`config.mk`:
```
export PLATFORM = sky130hd
export DESIGN_NAME = fadd_arb_flat
export DESIGN_NICKNAME = d
export VERILOG_FILES = /design/src/rtl/fadd_arb_pkg.sv /design/src/rtl/fadd_arb_if.sv /design/src/rtl/fadd_arb_rr_arb.sv /design/src/rtl/fadd.sv /design/src/flat_wrapper.sv
export SDC_FILE = /design/constraint.sdc
export NUM_CORES = 1
export LEC_CHECK = 0
export ABC_AREA = 1
export CORE_AREA = 3 3 161 163
export CTS_CLUSTER_SIZE = 20
export DETAILED_ROUTE_END_ITERATION = 8
export DIE_AREA = 0 0 164 166
export PLACE_DENSITY = 0.73
export RECOVER_POWER = 100
export SYNTH_ARGS = -nofsm -noshare
export SYNTH_HDL_FRONTEND = slang
export SYNTH_HIERARCHICAL = 1
export SYNTH_SLANG_ARGS = --single-unit
```
`constraint.sdc`:
```
create_clock -name clk -period 3.03 [get_ports clk]
set_input_delay 0.303 -clock clk [delete_from_list [all_inputs] [get_ports clk]]
set_output_delay 0.303 -clock clk [all_outputs]
set_load 0.01 [all_outputs]
```
`src/rtl/fadd_arb_pkg.sv`:
```
// fadd_arb_pkg: shared FSM states, flag positions and fadd constants
package fadd_arb_pkg;
  typedef enum logic [2:0] {IDLE, ISSUE, WAIT, CAPT, RESP} state_e;
  localparam int NV = 4;
  localparam int DZ = 3;
  localparam int OF = 2;
  localparam int UF = 1;
  localparam int NX = 0;
  localparam int FADD_LAT = 3;
  localparam logic [31:0] SIGN_MASK = 32'h8000_0000;
endpackage

```
`src/rtl/fadd_arb_if.sv`:
```
// fadd_arb_if: requester, result and fadd-side signals of the shared adder arbiter
interface fadd_arb_if #(
  parameter int NREQ = 4,
  parameter int IDW = 2
);
  logic [NREQ-1:0] in_valid;
  logic [NREQ-1:0] in_ready;
  logic [NREQ-1:0] in_sub;
  logic [32*NREQ-1:0] in_x;
  logic [32*NREQ-1:0] in_y;
  logic out_valid;
  logic out_ready;
  logic [IDW-1:0] out_id;
  logic [31:0] out_rslt;
  logic [4:0] out_flag;
  logic [4:0] fflags;
  logic fflags_clr;
  logic busy;
  logic fadd_req;
  logic [31:0] fadd_x;
  logic [31:0] fadd_y;
  logic [31:0] fadd_rslt;
  logic [4:0] fadd_flag;
  modport master (
    output in_valid, in_sub, in_x, in_y, out_ready, fflags_clr, fadd_rslt, fadd_flag,
    input in_ready, out_valid, out_id, out_rslt, out_flag, fflags, busy, fadd_req, fadd_x, fadd_y
  );
  modport slave (
    input in_valid, in_sub, in_x, in_y, out_ready, fflags_clr, fadd_rslt, fadd_flag,
    output in_ready, out_valid, out_id, out_rslt, out_flag, fflags, busy, fadd_req, fadd_x, fadd_y
  );
endinterface

```
`src/rtl/fadd_arb_rr_arb.sv`:
```
// fadd_arb_rr_arb: combinational round-robin pick, searching cyclically from ptr+1
module fadd_arb_rr_arb #(
  parameter int NREQ = 4,
  parameter int IDW = 2
) (
  input  logic [NREQ-1:0] req_i,
  input  logic [IDW-1:0]  ptr_i,
  output logic [NREQ-1:0] gnt_o,
  output logic [IDW-1:0]  idx_o
);
  logic [IDW-1:0] k;
  // Walk from the farthest candidate back to ptr+1 so the nearest request wins last.
  always_comb begin
    gnt_o = '0;
    idx_o = '0;
    k = '0;
    for (int i = NREQ; i >= 1; i--) begin
      k = IDW'((int'(ptr_i) + i) % NREQ);
      if (req_i[k]) begin
        gnt_o = '0;
        gnt_o[k] = 1'b1;
        idx_o = k;
      end
    end
  end
endmodule

```
`src/rtl/fadd.sv`:
```
// fadd_arb: shares one fadd among NREQ requesters with round-robin grant,
// optional subtract, tagged results and sticky IEEE flags
module fadd_arb
  import fadd_arb_pkg::*;
#(
  parameter int NREQ = 4,
  parameter int IDW = 2,
  parameter int LAT = FADD_LAT
) (
  input logic clk,
  input logic reset,
  fadd_arb_if.slave bus
);
  localparam int CW = $clog2(LAT + 1);
  state_e state_q, state_d;
  logic [IDW-1:0] ptr_q, ptr_d, out_id_q, out_id_d, idx;
  logic [NREQ-1:0] gnt;
  logic [CW-1:0] cnt_q, cnt_d;
  logic [31:0] fadd_x_q, fadd_x_d, fadd_y_q, fadd_y_d, out_rslt_q, out_rslt_d;
  logic [4:0] out_flag_q, out_flag_d, fflags_q, fflags_d;
  logic fadd_req_q, fadd_req_d, out_valid_q, out_valid_d, busy_q, busy_d;
  logic hs_in, hs_out, capt;

  fadd_arb_rr_arb #(.NREQ(NREQ), .IDW(IDW)) u_rr (
    .req_i(bus.in_valid),
    .ptr_i(ptr_q),
    .gnt_o(gnt),
    .idx_o(idx)
  );

  always_ff @(posedge clk) begin
    if (reset) state_q <= IDLE;
    else state_q <= state_d;
  end

  always_comb begin
    state_d = state_q == IDLE  ? (|bus.in_valid ? ISSUE : IDLE) :
              state_q == ISSUE ? WAIT :
              state_q == WAIT  ? (cnt_q == CW'(1) ? CAPT : WAIT) :
              state_q == CAPT  ? RESP :
              (bus.out_ready ? IDLE : RESP);
  end

  // The fadd operands only change on a grant, which keeps them stable from ISSUE through CAPT.
  always_comb begin
    hs_in = state_q == IDLE && |bus.in_valid;
    hs_out = state_q == RESP && bus.out_ready;
    capt = state_q == CAPT;
    ptr_d = hs_in ? idx : ptr_q;
    fadd_x_d = hs_in ? bus.in_x[32*idx +: 32] : fadd_x_q;
    fadd_y_d = hs_in ? bus.in_y[32*idx +: 32] ^ (bus.in_sub[idx] ? SIGN_MASK : '0) : fadd_y_q;
    fadd_req_d = hs_in;
    cnt_d = state_q == ISSUE ? CW'(LAT - 1) : state_q == WAIT ? cnt_q - CW'(1) : cnt_q;
    out_rslt_d = capt ? bus.fadd_rslt : out_rslt_q;
    out_flag_d = capt ? bus.fadd_flag : out_flag_q;
    out_id_d = capt ? ptr_q : out_id_q;
    out_valid_d = capt ? 1'b1 : hs_out ? 1'b0 : out_valid_q;
    fflags_d = (bus.fflags_clr ? 5'b0 : fflags_q) | (hs_out ? out_flag_q : 5'b0);
    busy_d = state_d != IDLE;
  end

  always_ff @(posedge clk) begin
    if (reset) begin
      ptr_q <= IDW'(NREQ - 1);
      cnt_q <= '0;
      fadd_x_q <= '0;
      fadd_y_q <= '0;
      fadd_req_q <= 1'b0;
      out_rslt_q <= '0;
      out_flag_q <= '0;
      out_id_q <= '0;
      out_valid_q <= 1'b0;
      fflags_q <= '0;
      busy_q <= 1'b0;
    end else begin
      ptr_q <= ptr_d;
      cnt_q <= cnt_d;
      fadd_x_q <= fadd_x_d;
      fadd_y_q <= fadd_y_d;
      fadd_req_q <= fadd_req_d;
      out_rslt_q <= out_rslt_d;
      out_flag_q <= out_flag_d;
      out_id_q <= out_id_d;
      out_valid_q <= out_valid_d;
      fflags_q <= fflags_d;
      busy_q <= busy_d;
    end
  end

  assign bus.in_ready = hs_in ? gnt : '0;
  assign bus.out_valid = out_valid_q;
  assign bus.out_id = out_id_q;
  assign bus.out_rslt = out_rslt_q;
  assign bus.out_flag = out_flag_q;
  assign bus.fflags = fflags_q;
  assign bus.busy = busy_q;
  assign bus.fadd_req = fadd_req_q;
  assign bus.fadd_x = fadd_x_q;
  assign bus.fadd_y = fadd_y_q;
endmodule

```
`src/flat_wrapper.sv`:
```
// flat-port wrapper written by rule: the top's interface ports become plain ports
module fadd_arb_flat import fadd_arb_pkg::*;
#(
  parameter int NREQ = 4,
  parameter int IDW = 2,
  parameter int LAT = FADD_LAT
)
  (clk, reset, bus_in_valid, bus_in_sub, bus_in_x, bus_in_y, bus_out_ready, bus_fflags_clr, bus_fadd_rslt, bus_fadd_flag, bus_in_ready, bus_out_valid, bus_out_id, bus_out_rslt, bus_out_flag, bus_fflags, bus_busy, bus_fadd_req, bus_fadd_x, bus_fadd_y);
  fadd_arb_if #(.NREQ(NREQ), .IDW(IDW)) bus_i ();
  input logic clk;
  input logic reset;
  input wire logic [$bits(bus_i.in_valid)-1:0] bus_in_valid;
  input wire logic [$bits(bus_i.in_sub)-1:0] bus_in_sub;
  input wire logic [$bits(bus_i.in_x)-1:0] bus_in_x;
  input wire logic [$bits(bus_i.in_y)-1:0] bus_in_y;
  input wire logic [$bits(bus_i.out_ready)-1:0] bus_out_ready;
  input wire logic [$bits(bus_i.fflags_clr)-1:0] bus_fflags_clr;
  input wire logic [$bits(bus_i.fadd_rslt)-1:0] bus_fadd_rslt;
  input wire logic [$bits(bus_i.fadd_flag)-1:0] bus_fadd_flag;
  output wire logic [$bits(bus_i.in_ready)-1:0] bus_in_ready;
  output wire logic [$bits(bus_i.out_valid)-1:0] bus_out_valid;
  output wire logic [$bits(bus_i.out_id)-1:0] bus_out_id;
  output wire logic [$bits(bus_i.out_rslt)-1:0] bus_out_rslt;
  output wire logic [$bits(bus_i.out_flag)-1:0] bus_out_flag;
  output wire logic [$bits(bus_i.fflags)-1:0] bus_fflags;
  output wire logic [$bits(bus_i.busy)-1:0] bus_busy;
  output wire logic [$bits(bus_i.fadd_req)-1:0] bus_fadd_req;
  output wire logic [$bits(bus_i.fadd_x)-1:0] bus_fadd_x;
  output wire logic [$bits(bus_i.fadd_y)-1:0] bus_fadd_y;
  assign bus_i.in_valid = bus_in_valid;
  assign bus_i.in_sub = bus_in_sub;
  assign bus_i.in_x = bus_in_x;
  assign bus_i.in_y = bus_in_y;
  assign bus_i.out_ready = bus_out_ready;
  assign bus_i.fflags_clr = bus_fflags_clr;
  assign bus_i.fadd_rslt = bus_fadd_rslt;
  assign bus_i.fadd_flag = bus_fadd_flag;
  assign bus_in_ready = bus_i.in_ready;
  assign bus_out_valid = bus_i.out_valid;
  assign bus_out_id = bus_i.out_id;
  assign bus_out_rslt = bus_i.out_rslt;
  assign bus_out_flag = bus_i.out_flag;
  assign bus_fflags = bus_i.fflags;
  assign bus_busy = bus_i.busy;
  assign bus_fadd_req = bus_i.fadd_req;
  assign bus_fadd_x = bus_i.fadd_x;
  assign bus_fadd_y = bus_i.fadd_y;
  fadd_arb #(.NREQ(NREQ), .IDW(IDW), .LAT(LAT)) u_core (.clk(clk), .reset(reset), .bus(bus_i));
endmodule
```
## Word level (Yosys, flattened, before mapping)

Index checks and enable logic that the tools add are counted.

- Add/sub/neg operators: 5
- Magnitude comparators: 9
- Equality and inequality tests: 5
- Shift operators: 2
- Multiplexer cells: 41
- Bitwise logic cells: 2
- Reduce and logical (&&, ||, !) cells: 12

Operators by type and width:

| kind | count |
|---|---|
| $shiftx A128 B8 Y32 | 2 |
| $mux W32 | 1 |
| $xor A32 B32 Y32 | 1 |
| $mux W4 | 5 |
| $lt A2 B3 Y1 const B | 5 |
| $mux W3 | 5 |
| $mux W1 | 13 |
| $mux W2 | 6 |
| $bmux W1 S2 | 5 |
| $mux W5 | 2 |
| $demux W1 S2 | 4 |
| $ge A2 B1 Y1 const B | 4 |
| $eq A3 B2 Y1 const B | 2 |
| $logic_and A1 B1 Y1 | 6 |
| $or A5 B5 Y5 | 1 |
| $add A2 B1 Y2 const B | 2 |
| $add A2 B2 Y2 const B | 2 |
| $reduce_bool A2 Y1 | 2 |
| $reduce_or A4 Y1 | 1 |
| $eq A3 B1 Y1 const B | 1 |
| $eq A3 B3 Y1 const B | 1 |
| $logic_not A3 Y1 | 1 |
| $reduce_bool A3 Y1 | 1 |
| $eq A2 B1 Y1 const B | 1 |
| other kinds (2) | 2 |

- Register bits after elaboration: 118
- Input port bits: 305
- Output and inout bits: 115
- Word-level logic and storage cells: 89

## Longest topological paths before layout

Gate-level depths: netlist of the first run.

- Depth in word-level cells: 11
- Gate-level depth with buffers: 17
- Mapped depth without buffers: 14

## Modules after synthesis

Netlist of the first run, hierarchy kept.

By module, submodules not included:

| module | instances | cells each | area each (um^2) |
|---|---|---|---|
| fadd_arb | 1 | 1044 | 6470.0 |
| fadd_arb_rr_arb | 1 | 87 | 456.7 |

## Worst setup path before layout of the first run

No wires, ideal clock.

- Path kind: register -> register
- Start point: register u_core.ptr_q[0]
- End point: register u_core.fadd_y_q[10] (netlist: u_core/bus.fadd_y[10])
- Arrival time: 2294 ps
- Path slack: 624 ps
- Stages on the path, launching flop included: 17
- Buffers on the path: 3
- Clock period less this slack: 2406 ps
- Path through: dfxtp_1 -> inv_2 -> ha_1 -> inv_1 -> nand3_1 -> nand2_2 -> nand2_2 -> clkinv_2 -> o21ai_0 -> nand2_1 -> buf_6 -> buf_4 -> buf_4 -> nor2_1 -> o22ai_1 -> nor2_1 -> nor2_1

- Word-level cells in the longest chain between the ends: 9
- Elaborated cells on any way between the ends: 18
- Classes of those cells: add/sub (4); shift (1); mux (12); bitwise (1)

Ends and longest elaborated chain:

| item | RTL line | text |
|---|---|---|
| start: declaration | fadd.sv:16 | `logic [IDW-1:0] ptr_q, ptr_d, out_id_q, out_id_d, idx;` |
| start signal: assignment | fadd.sv:64 | `ptr_q <= IDW'(NREQ - 1);` |
| start signal: assignment | fadd.sv:76 | `ptr_q <= ptr_d;` |
| $add A2 B1 Y2 | fadd_arb_rr_arb.sv:18 | `k = IDW'((int'(ptr_i) + i) % NREQ);` |
| $bmux W1 S2 | fadd_arb_rr_arb.sv:19 | `if (req_i[k]) begin` |
| $mux W1 (implied by the code) | fadd_arb_rr_arb.sv:19 |  |
| $mux W2 (3 in series) | fadd_arb_rr_arb.sv:19 |  |
| $mux W2 (*) | fadd_arb_rr_arb.sv:19 |  |
| net u_core.idx[0] | fadd.sv:16 |  |
| $shiftx A128 B8 Y32 (*) | fadd.sv:51 | `fadd_y_d = hs_in ? bus.in_y[32*idx +: 32] ^ (bus.in_sub[idx] ? SIGN_MASK : '0) : fadd_y_q;` |
| $xor A32 B32 Y32 (*) | fadd.sv:51 |  |
| end signal: assignment | fadd.sv:79 | `fadd_y_q <= fadd_y_d;` |
| end: declaration | fadd.sv:19 | `logic [31:0] fadd_x_q, fadd_x_d, fadd_y_q, fadd_y_d, out_rslt_q, out_rslt_d;` |

The timed path passes the listed nets; every way through them passes the cells marked *. The select of a mux whose other input is x is not followed.
A chain may end at the register's enable or synchronous reset.

## Final worst setup path of the first run

- Start point: register u_core.ptr_q[1]
- End point: register u_core.fadd_x_q[0] (netlist: u_core/bus.fadd_x[0])

- Word-level cells in the longest chain between the ends: 8
- Elaborated cells on any way between the ends: 17
- Classes of those cells: add/sub (4); shift (1); mux (12)

Ends and longest elaborated chain:

| item | RTL line | text |
|---|---|---|
| $add A2 B1 Y2 | fadd_arb_rr_arb.sv:18 |  |
| $bmux W1 S2 | fadd_arb_rr_arb.sv:19 |  |
| $mux W1 (implied by the code) | fadd_arb_rr_arb.sv:19 |  |
| $mux W2 (3 in series) | fadd_arb_rr_arb.sv:19 |  |
| $mux W2 (*) | fadd_arb_rr_arb.sv:19 |  |
| net u_core.idx[0] | fadd.sv:16 |  |
| $shiftx A128 B8 Y32 (*) | fadd.sv:50 | `fadd_x_d = hs_in ? bus.in_x[32*idx +: 32] : fadd_x_q;` |
| end signal: assignment | fadd.sv:66 | `fadd_x_q <= '0;` |
| end signal: assignment | fadd.sv:78 | `fadd_x_q <= fadd_x_d;` |
| end: declaration | fadd.sv:19 |  |

Marks and branches as above.

==> flow_summary_export.csv, run 1 <==
group,metric,value,unit
final_layout,layout_commonest_cell,"nor2_1",
global_route,grt_max_degree,84,
global_route,gr-total-overflow,0,
worst_setup_path,start_kind,"register",
power,pwr_density_cell,1080,nW/µm²
worst_setup_path,cp_max_fo,68,
power,swShare,47.81,%
sta,slew_violations,0,
route,routed_wl,29180,µm
final_layout,syn_to_final_growth,72.15,%
sta,setup_violations,0,
synthesis,synth_top_area_share,34.10,%
worst_setup_path,worst-path-buf-inv,4,
worst_setup_path,worstPathArrival,3.16,ns
die,core-area,24460,µm²
route,route.detailed.drc,0,
global_route,antenna_found_initial,3,
synthesis,synth-main-ff-cell,"dfxtp_1",
place,place_area,11370,µm²
die,initial_utilization,28.32,%
synthesis,async_flop_share,0,%
final_layout,fill_cells,2445,
sta,final.setup.tns,0,ns
flow_run,drv_cap,0,
die,die_area,27220,µm²
die,die_w,164,µm
outcome,status,"finished clean",
sta,slew_headroom,6.541,%
worst_setup_path,crit_slowest_cell,"buf_4",
place,gp_congestion,0.8667,
route,wire_per_inst,15.70,µm
sta,fin_crit_sh,93.12,%
die,rows,57,
clock_tree,cts_setup_buffers,0,
sta,tightestPinTransition,1.394,ns
final_layout,final_cell_mix,"nor2_1 (340), clkdlybuf4s50_1 (304), nand2_1 (180)",
power,p_sw,0.006157,W
clock_tree,cts_tree,"done",
worst_setup_path,cp_top_family,"buffers and inverters",
worst_setup_path,critPathRequiredTime,3.37,ns
synthesis,synth_top_area_cell,"dfxtp_1",
worst_setup_path,worstSetupPathType,"reg2reg",
worst_setup_path,cp_cell_sequence,"inv_1, ha_4, inv_1, nand3_1, nand2_2, nand2_2, clkinv_2, o21ai_0, nand2_4, buf_4, o21ai_0, o22ai_1, nor2_1, nor2_1",
final_layout,fin_util,48.74,%
synthesis,yosysUniqueCellTypes,27,
global_route,grt_first_pass_wirelength,44190,µm
worst_setup_path,cpPeakStageDelay,0.51,ns
route,viasPerCell,4.653,
synthesis,synthTopCellsByArea,"dfxtp_1 (34%), nor2_1 (18%), nand2_1 (9.9%), o21ai_0 (8.2%), inv_1 (6.2%)",
route,drt_iter0_drc,562,
final_layout,final_area,11920,µm²
sta,setup_slack,0.2085,ns
place,hpwl,22460,µm
place,dp_slack,0.1138,ns
sta,post-route-min-period,2.822,ns
power,pwr-share-clk,15.5,%
power,p_int,0.006722,W
sta,max_clock_freq,354.4,MHz
worst_setup_path,crit_path_end_kind,"register",
synthesis,yosysSeqAreaShare,34.10,%
clock_tree,clk_latency,0.41,ns
clock_tree,cts_buffer_depth,2,
route,ant_nets,0,
clock_tree,cts.clk_slew.worst_paths,0.06,ns
clock_tree,cts-root-buf,"clkbuf_16",
synthesis,avgSynthCellArea,6.124,µm²
synthesis,synth_nets,1443,
power,power_frac_comb,66.5,%
place,portBuffers,419,
power,ir_drop,618.0,µV
power,power_frac_seq,18.0,%
sta,finalHoldViolCount,0,
die,chipHeight,166,µm
sta,skew,0.01526,ns
route,dr.pass1.iters,5,
global_route,grt_usage,20.53,%
synthesis,ys_warn_count,6,
final_layout,drive_gt1_share,5.287,%
synthesis,synth_edf_count,0,
clock_tree,clock_sinks,118,
route,num_vias,8649,
final_layout,fin_nets,1832,
clock_tree,htree_levels,4,
clock_tree,cts_buffers,17,
synthesis,ys_ff_latch,118,
synthesis,netlist_area,6927,µm²
die,pin_count,420,
synthesis,synthCells,1131,
hold_path,worstHoldPathType,"reg2reg",
sta,hold_ws,0.4589,ns
power,cellLeakagePower,5.199,nW
global_route,grt_pass1_vias,8192,
area by class of cell:
cell class	count	area [µm²]	area share, %
Antenna cell	3	7.507	0.06296
Tap cell	324	405.4	3.400
Clock buffer	17	425.4	3.568
Timing Repair Buffer	447	4467	37.46
Inverter	121	459.2	3.851
Multi-Input combinational cell	815	3647	30.59
Sequential cell	118	2362	19.81
Clock inverter	14	150.1	1.259
power by group through the flow:
| stage | registers, W | logic (W) | clock network (W) |
|---|---|---|---|
| after floorplan | 0.00257 | 0.00544 | 0 |
| after CTS | 0.00235 | 0.00879 | 0.00207 |
| after global routing | 0.00238 | 0.00951 | 0.00213 |
| after detailed placement | 0.00238 | 0.00875 | 0 |
| after global placement | 0.00235 | 0.00863 | 0 |
| final | 0.00232 | 0.00856 | 0.00200 |
synth_stat cells, types with 14 or more instances:
cell type	number
nand2_1	182
nor2_1	340
buf_6	19
a21oi_1	14
nand3_1	17
dfxtp_1	118
clkbuf_1	22
o22ai_1	68
o21ai_0	113
buf_2	23
inv_1	114
o21ai_1	56
stage by stage:
stage / power, W / std cells
after CTS: 0.01320 / 1856
after detailed placement: 0.01113 / 1825
final: 0.01288 / 1859
after floorplan: 0.008019 / 1131
after global routing: 0.01402 / 1858
after global placement: 0.01097 / 1825
cell families (layout without fill, tap and decap cells):
logic type,after synthesis,in the layout,share of synthesized area (%)
AO/OA/AOI/OAI,253,253,19.58
adder cells (fa/ha/maj),7,7,1.264
buffers and inverters,198,599,13.75
flip-flops,118,118,34.10
other,0,3,0
AND/OR/NAND/NOR,555,555,31.30
final timing paths:
| kind | to | cells after the start | slack, ns | start |
|---|---|---|---|---|
| min reg2reg | u_core/cnt_q[1]$_SDFFE_PP0P_ | 2 | 0.46 | u_core/cnt_q[1]$_SDFFE_PP0P_ |
| max | u_core/bus.fadd_x[0]$_SDFFE_PP0P_ | 14 | 0.21 | u_core/ptr_q[1]$_SDFFE_PP1P_ |
| min | u_core/cnt_q[1]$_SDFFE_PP0P_ | 2 | 0.46 | u_core/cnt_q[1]$_SDFFE_PP0P_ |
| max reg2reg | u_core/bus.fadd_x[0]$_SDFFE_PP0P_ | 14 | 0.21 | u_core/ptr_q[1]$_SDFFE_PP1P_ |
sequential cells by signal (all words and copies together), names as in the netlist:
register,flops
u_core/bus.out_flag,5
u_core/ptr_q,2
u_core/state_q,3
u_core/bus.fadd_req,1
u_core/bus.fadd_y,32
u_core/bus.out_rslt,32
u_core/bus.busy,1
u_core/bus.fadd_x,32
u_core/bus.out_valid,1
u_core/cnt_q,2
u_core/bus.fflags,5
u_core/bus.out_id,2
what timing repair did:
item,in CTS,in global routing
hold buffers,0,0
gates resized for setup,0,4
setup endpoints to repair,0,12
per-layer routing:
| layer | part of all wire [%] | wire (µm) | track usage (%) | vias to the layer above |
|---|---|---|---|---|
| met5 | 0 | 0 | 0 | - |
| met2 | 49 | 14270 | 35.87 | 357 |
| met3 | 10 | 2908 | 7.309 | 35 |
| li1 | - | - | - | 4363 |
| met4 | 2.5 | 724 | 6.510 | 0 |
| met1 | 39 | 11290 | 23.20 | 3894 |
worst min-delay path, delay by kind of cell (launching register included):
kind                   cells  cell delay [ns]
buffers and inverters      1             0.06
flip-flops                 1             0.30
AO/OA/AOI/OAI              1             0.06
Power figures use the tool's default switching activity.
==> run 2: changes to the inputs <==
- PLACE_DENSITY: 0.73 -> 0.76
- clock period: 3.03 -> 2.5 ns (I/O delays scaled with it)
==> flow_summary_export.csv, run 2 (synthesis gave the netlist of run 1 again) <==
group,metric,value,unit
worst_setup_path,worstSetupPathType,"reg2reg",
sta,skew,0.008560,ns
place,portBuffers,419,
clock_tree,cts_buffers,17,
route,routed_wl,29410,µm
clock_tree,cts_buffer_depth,2,
global_route,grt_usage,20.70,%
sta,finalHoldViolCount,0,
worst_setup_path,worstPathArrival,2.72,ns
final_layout,fill_cells,2415,
outcome,status,"finished clean",
sta,slew_headroom,25.89,%
global_route,antenna_found_initial,3,
clock_tree,cts_setup_buffers,0,
power,swShare,46.58,%
clock_tree,clk_latency,0.42,ns
worst_setup_path,start_kind,"register",
final_layout,multi_input_area,3651,µm²
power,pwr-share-clk,16.9,%
global_route,gr-total-overflow,0,
route,num_vias,8727,
sta,max_clock_freq,423.2,MHz
sta,setup_violations,0,
die,core-area,24460,µm²
clock_tree,htree_levels,4,
final_layout,syn_to_final_growth,74.75,%
power,power_frac_seq,17.7,%
power,p_sw,0.007453,W
final_layout,layout.area.seq,2365,µm²
global_route,grt_max_degree,75,
place,place_area,11520,µm²
power,pwr_density_cell,1322,nW/µm²
final_layout,fin_nets,1844,
hold_path,worstHoldPathType,"reg2reg",
route,viasPerCell,4.662,
route,ant_nets,0,
final_layout,final_area,12100,µm²
die,initial_utilization,28.32,%
global_route,grt_pass1_vias,8338,
worst_setup_path,cp_max_fo,33,
global_route,grt_first_pass_wirelength,44540,µm
worst_setup_path,crit_slowest_cell,"dfxtp_2",
worst_setup_path,critPathRequiredTime,2.85,ns
route,route.detailed.drc,0,
flow_run,drv_cap,0,
route,drt_iter0_drc,587,
die,die_area,27220,µm²
worst_setup_path,cpPeakStageDelay,0.32,ns
worst_setup_path,cp_cell_sequence,"inv_1, ha_4, inv_2, nand3_1, nand2_2, nor2_4, o21ai_1, nand2_4, inv_2, buf_12, buf_12, o21ai_0, o22ai_1, nor2_1, nor2_1",
power,cellLeakagePower,5.304,nW
sta,post-route-min-period,2.363,ns
clock_tree,cts-root-buf,"clkbuf_16",
final_layout,final_cell_mix,"nor2_1 (340), clkdlybuf4s50_1 (303), nand2_1 (180)",
clock_tree,cts_tree,"done",
sta,final.setup.tns,0,ns
route,wire_per_inst,15.71,µm
sta,tightestPinTransition,1.112,ns
clock_tree,clock_sinks,118,
die,die_w,164,µm
sta,rsz0062_at_grt,"false",
route,dr.pass1.iters,5,
final_layout,layout_commonest_cell,"nor2_1",
final_layout,drive_gt1_share,6.343,%
clock_tree,cts.clk_slew.worst_paths,0.06,ns
worst_setup_path,crit_path_end_kind,"register",
place,gp_congestion,0.9596,
die,rows,57,
power,ir_drop,613.8,µV
power,p_int,0.008547,W
sta,fin_crit_sh,94.52,%
power,power_frac_comb,65.4,%
clock_tree,hold_buffers,0,
place,hpwl,22460,µm
die,pin_count,420,
die,chipHeight,166,µm
sta,slew_violations,0,
==> run 2: layout make-up <==
cell class | count | area share, %
well taps | 324 | 3.349
inverters | 121 | 3.773
diodes | 3 | 0.06202
clock inverters | 15 | 1.778
flip-flops and latches | 118 | 19.54
repair buffers | 459 | 37.82
clock buffers | 17 | 3.515
multi-input cells | 815 | 30.16
==> run 2: through the flow <==
step | hold WS (ns) | total power [W] | setup WS (ns) | instances | utilization, %
after floorplan | 0.4141 | 0.009719 | 0.09434 | 1131 | -
after global placement | 0.4467 | 0.01357 | -0.1172 | 1837 | 47.09
after detailed placement | 0.4498 | 0.01378 | -0.1664 | 1837 | 47.09
after CTS | 0.4486 | 0.01655 | 0.02647 | 1869 | 49.74
after global routing | 0.4647 | 0.01739 | 0.006826 | 1872 | 49.48
final | 0.4564 | 0.01600 | 0.1370 | 1872 | 49.48
==> run 2: routing by layer <==
layer  up-vias  track usage [%]  wire length (µm)
met4         0            8.459              1014
met2       388            36.30             14490
met3        54            6.286              2738
li1       4390                -                 -
met5         -                0                 0
met1      3895            23.16             11160
==> run 2: what timing repair did <==
action                     4_1_cts  5_1_grt
setup endpoints to repair       30       10
gates resized for setup          7       13
cloned                           0        0
pin swaps                        0        3
==> run 2: final timing paths <==
path	start	to	slack, ns	cells past startpoint
max reg2reg	u_core/ptr_q[1]$_SDFFE_PP1P_	u_core/bus.fadd_x[5]$_SDFFE_PP0P_	0.14	15
min	u_core/cnt_q[1]$_SDFFE_PP0P_	u_core/cnt_q[1]$_SDFFE_PP0P_	0.46	2
max	u_core/ptr_q[1]$_SDFFE_PP1P_	u_core/bus.fadd_x[5]$_SDFFE_PP0P_	0.14	15
min reg2reg	u_core/cnt_q[1]$_SDFFE_PP0P_	u_core/cnt_q[1]$_SDFFE_PP0P_	0.46	2
==> run 2: worst max-delay path: cells and delay by family (launching register included) <==
family	cells	cell delay [ns]
AO/OA/AOI/OAI	3	0.54
flip-flops	1	0.32
buffers and inverters	5	0.66
AND/OR/NAND/NOR	6	0.54
adder cells (fa/ha/maj)	1	0.24
==> run 2: power by group through the flow <==
stage / sequential (W) / clock (W) / combinational (W)
4_1_cts: 0.00286 / 0.00277 / 0.0109
3_5_place_dp: 0.00289 / 0 / 0.0109
3_3_place_gp: 0.00286 / 0 / 0.0107
5_1_grt: 0.00291 / 0.00285 / 0.0116
6_report: 0.00283 / 0.00270 / 0.0105
2_1_floorplan: 0.00312 / 0 / 0.00660
